## src/rtl/univ_ff_reg_pkg.sv

```systemverilog
// univ_ff_reg_pkg: shared mode encoding for the universal flip-flop register
package univ_ff_reg_pkg;
  typedef logic [1:0] mode_t;
  localparam mode_t MODE_JK = 2'b00;
  localparam mode_t MODE_D  = 2'b01;
  localparam mode_t MODE_T  = 2'b10;
  localparam mode_t MODE_SR = 2'b11;
endpackage

```

## src/rtl/univ_ff_bit.sv

```systemverilog
// univ_ff_bit: combinational next-state for one JK/D/T/SR flip-flop bit
module univ_ff_bit
  import univ_ff_reg_pkg::*;
(
  input  mode_t mode_i,
  input  logic  a_i,
  input  logic  b_i,
  input  logic  q_i,
  output logic  q_next_o,
  output logic  illegal_o
);
  // JK and SR share hold/reset/set; they differ only on a=b=1 (toggle vs hold+flag)
  always_comb begin
    illegal_o = (mode_i == MODE_SR) & a_i & b_i;
    q_next_o  = (mode_i == MODE_D) ? a_i :
                (mode_i == MODE_T) ? q_i ^ a_i :
                (a_i & b_i)        ? ((mode_i == MODE_JK) ? ~q_i : q_i) :
                a_i                ? 1'b1 :
                b_i                ? 1'b0 : q_i;
  end
endmodule

```

## src/rtl/univ_ff_reg.sv

```systemverilog
// univ_ff_reg: WIDTH-bit run-time selectable JK/D/T/SR register with change tracking
module univ_ff_reg
  import univ_ff_reg_pkg::*;
#(
  parameter int WIDTH = 8,
  parameter int CNT_W = 16
) (
  input  logic             clk,
  input  logic             rst,
  input  logic             en,
  input  mode_t            mode,
  input  logic [WIDTH-1:0] a,
  input  logic [WIDTH-1:0] b,
  output logic [WIDTH-1:0] q,
  output logic [WIDTH-1:0] qn,
  output logic             changed,
  output logic [CNT_W-1:0] chg_cnt,
  output logic             sr_err
);
  logic [WIDTH-1:0] q_q, q_d, q_nx, ill;
  logic [CNT_W-1:0] cnt_q, cnt_d;
  logic             changed_q, changed_d, sr_err_q, sr_err_d;
  for (genvar i = 0; i < WIDTH; i++) begin : g_bit
    univ_ff_bit u_bit (
      .mode_i   (mode),
      .a_i      (a[i]),
      .b_i      (b[i]),
      .q_i      (q_q[i]),
      .q_next_o (q_nx[i]),
      .illegal_o(ill[i])
    );
  end
  // next state: disabled edges freeze everything except changed, which drops
  always_comb begin
    q_d       = en ? q_nx : q_q;
    changed_d = en & (q_d != q_q);
    cnt_d     = (changed_d && cnt_q != {CNT_W{1'b1}}) ? cnt_q + CNT_W'(1) : cnt_q;
    sr_err_d  = sr_err_q | (en & |ill);
  end
  // state register with synchronous reset taking priority
  always_ff @(posedge clk) begin
    if (rst) begin
      q_q       <= '0;
      cnt_q     <= '0;
      changed_q <= 1'b0;
      sr_err_q  <= 1'b0;
    end else begin
      q_q       <= q_d;
      cnt_q     <= cnt_d;
      changed_q <= changed_d;
      sr_err_q  <= sr_err_d;
    end
  end
  assign q       = q_q;
  assign qn      = ~q_q;
  assign changed = changed_q;
  assign chg_cnt = cnt_q;
  assign sr_err  = sr_err_q;
endmodule
```

## config.mk

```make
export PLATFORM = sky130hd
export DESIGN_NAME = univ_ff_reg
export DESIGN_NICKNAME = d
export VERILOG_FILES = /design/src/rtl/univ_ff_reg_pkg.sv /design/src/rtl/univ_ff_bit.sv /design/src/rtl/univ_ff_reg.sv
export SDC_FILE = /design/constraint.sdc
export NUM_CORES = 1
export LEC_CHECK = 0
export BUFFER_PORTS_ARGS = -buffer_cell sky130_fd_sc_hd__buf_2
export CORE_UTILIZATION = 50
export CTS_CLUSTER_DIAMETER = 60
export DETAILED_ROUTE_END_ITERATION = 10
export HOLD_SLACK_MARGIN = 0.08
export PLACE_DENSITY = 0.77
export SETUP_SLACK_MARGIN = 0.2
export SLEW_MARGIN = 20
export SYNTH_ARGS = -nofsm -noshare
export SYNTH_HDL_FRONTEND = slang
export SYNTH_SLANG_ARGS = --single-unit
```

## constraint.sdc

```tcl
create_clock -name clk -period 4.3 [get_ports clk]
set_input_delay 0.86 -clock clk [delete_from_list [all_inputs] [get_ports clk]]
set_output_delay 0.86 -clock clk [all_outputs]
set_load 0.02 [all_outputs]
```

==> results.yml <==
clock_tree:
  cts_tree: "done"
  cts.path.max_buffers: 2
  cts.clk_slew.worst_paths_ns: 0.11
  numCtsBuffers: 3
  cts_root_buffer: "clkbuf_8"
  ctsResizeCount: 0
  clock_latency_ns: 0.28
  clock-sinks: 26
  h-tree-depth: 1
  hold_buffers: 0
  post-cts-setup-buffers: 0
grt:
  grt_max_degree: 38
  grt_pass1_vias: 1758
  grt_pass1_wl_um: 7920
  grt_antenna_before_repair: 0
  grt.overflow.total: 0
  grtUsageTotal_pct: 23.0
hold_path:
  worstHoldPathType: "flop to flop"
timing:
  max_clock_freq_mhz: 295
  fin_tns_setup_ns: 0
  fin_crit_sh_pct: 78.8
  worst_pin_slew_ns: 0.999
  finalHoldViolations: 0
  setup_viol: 0
  hold_slack_ns: 0.472
  skew_ns: 0.0123
  fin_crit_ns: 3.39
  finalMaxSlewViolations: 0
  rsz0062_at_grt: "no"
  relSlewSlack_pct: 33.1
routing:
  drtIter0Drc: 146
  wl_per_cell_um: 13.1
  wl_met2_um: 1970
  drc: 0
  wl_met3_um: 243
  wirelength_um: 4570
  via_count: 2004
  post_drt_via_cell_ratio: 5.74
  wl_met1_um: 2310
  dr.pass1.iters: 4
  drtAntennaViolNets: 0
  routed.top_layer: "met4"
yosys:
  ys_ff_latch: 26
  muxShareOfSynthArea_pct: 6.92
  synth_area_sq_um: 2030
  synth-xor-area-share_pct: 0.432
  synth_compound_area_share_pct: 28.4
  synthesis.instances: 266
  synth_enable_flop_cells: 0
  synth-adder-area-share_pct: 1.17
  synth_top_family_by_area: "compound AO/OA/AOI/OAI gates"
  async_flop_share_pct: 0
  synth_cell_types: 51
  syn_area_per_cell_sq_um: 7.62
  yosys.area_share.simple_pct: 27.3
  syn_nets: 288
  ys_warn_count: 0
  synth_flop_cell: "dfxtp_1"
  yosysSeqAreaShare_pct: 25.7
power:
  p_total_uw: 632
  vdd_drop_max_mv: 0.139
  p_per_area_nw_per_um2: 276
  p_leak_uw: 0.00104
job:
  cap_violations: 0
setup_path:
  critPathRequiredTime_ns: 4.47
  cp_max_fo: 28
  crit_path_end_kind: "flop"
  reg2reg_slack_ns: 1.41
  worstSetupPathType: "input port to flop"
  start_kind: "input port"
  cp_data_arrival_time_ns: 3.55
placed_design:
  port_buffers: 54
  placed_area_sq_um: 2220
  gp_congestion: 0.802
  dpl.hpwl_um: 3290
die:
  floorplan.rows: 22
  die_area_sq_um: 4310
  die_h_um: 65.7
  fp.coreArea_sq_um: 3770
  dieWidth_um: 65.7
  io_pins: 55
  start_util_pct: 53.7
final_layout:
  n_antenna_cell: 0
  syn2layout_area_growth_pct: 13.0
  final_area_sq_um: 2290
  drive_gt1_share_pct: 23.9
  fin_nets: 324
outcome:
  run_status: "complete, no violations"
-- state kept, by name (all words and copies together), names as in the netlist --
register / flops
changed: 1
q: 8
sr_err: 1
chg_cnt: 16
-- routing by layer --
metal  up-vias  track usage (%)
met1       913             34.3
met2        57             34.1
li1       1029                -
met3         5             2.95
met4         0             5.98
met5         -                0
-- cells by family after synthesis --
kind of cell	Yosys count
buffers and inverters	41
AOI/OAI and AO/OA	75
adders and majority gates	2
xor gates and xnor gates	1
muxes	13
DFF	26
and+or+nand+nor	108
-- power by group --
part / internal, uW / switching, uW / leakage, uW / total (uW)
clock network: 125 / 86.0 / 0.0000357 / 211
logic: 59.1 / 98.9 / 0.000789 / 158
registers: 252 / 11.4 / 0.000212 / 263
total: 436 / 196 / 0.00104 / 632
-- placed cells by master, fill, tap and decap left out, types with 2 or more instances in the layout --
master     instances
buf_2             54
dfxtp_1           26
nand2_1           25
nor2_1            23
inv_1             17
a21oi_1           15
nand3_1           14
o21ai_0           13
nor2b_1           11
and3_1             9
nand2b_1           7
a221oi_1           7
or3_1              6
and2_1             5
a31oi_1            5
mux2i_1            5
a311oi_1           4
o211a_1            4
mux2_2             4
mux2_1             4
a22oi_1            4
a211oi_1           3
a31o_2             3
clkbuf_8           3
and4_1             2
nor3b_1            2
a2111oi_4          2
o21a_1             2
o31ai_1            2
-- through the flow --
stage          std cells  worst slack [ns]  utilization [%]
2_1_floorplan        266              1.57                -
3_3_place_gp         345             0.726             58.8
3_5_place_dp         345             0.673             58.8
4_1_cts              349             0.959             60.7
5_1_grt              349             0.641             60.7
6_report             349             0.912             60.7
-- path summary, 6_finish.rpt --
check,start,to,depth (start not counted)
worst max register to register,chg_cnt[0],chg_cnt[8],8
worst max-delay path,mode[0],chg_cnt[8],8
worst min register to register,sr_err,sr_err,2
worst min-delay path,sr_err,sr_err,2
-- area by class of cell --
cell class	instances	area (sq um)
clock inverters	1	30.0
clock buffers	3	41.3
well taps	48	60.1
inverters	18	67.6
flip-flops and latches	26	520
repair buffers	54	270
multi-input cells	199	1300
fillers	354	1480
-- critical path, stage by stage --
cell and delay (ns):
buf_2 0.38, inv_2 0.16, maj3_2 0.36, a211oi_2 0.22, a31oi_1 0.10, a31oi_1 0.84, and4_1 0.31, mux2_1 0.32
-- cells in the mapped netlist (all sizes together) (2+ instances only) --
cell type	number	share of area, %
o31ai	2	0.74
mux2	8	4.4
or3	6	1.9
dfxtp	26	26
o211a	4	2.0
nor3b	2	0.74
a22oi	4	1.5
a211oi	4	1.7
and4	2	0.86
mux2i	5	2.5
nand3	14	3.5
nor2b	12	4.1
a21oi	15	3.7
o21a	2	0.74
and3	9	2.8
nor2	23	4.3
a311oi	4	1.7
nand2	25	4.6
clkbuf	6	1.1
a31oi	5	1.5
nand2b	7	2.2
buf	17	5.7
a221oi	7	3.0
and2	5	1.5
a31o	3	1.3
o21ai	13	3.2
inv	18	3.3
a2111oi	3	3.2
(Power assumes the default switching activity.)
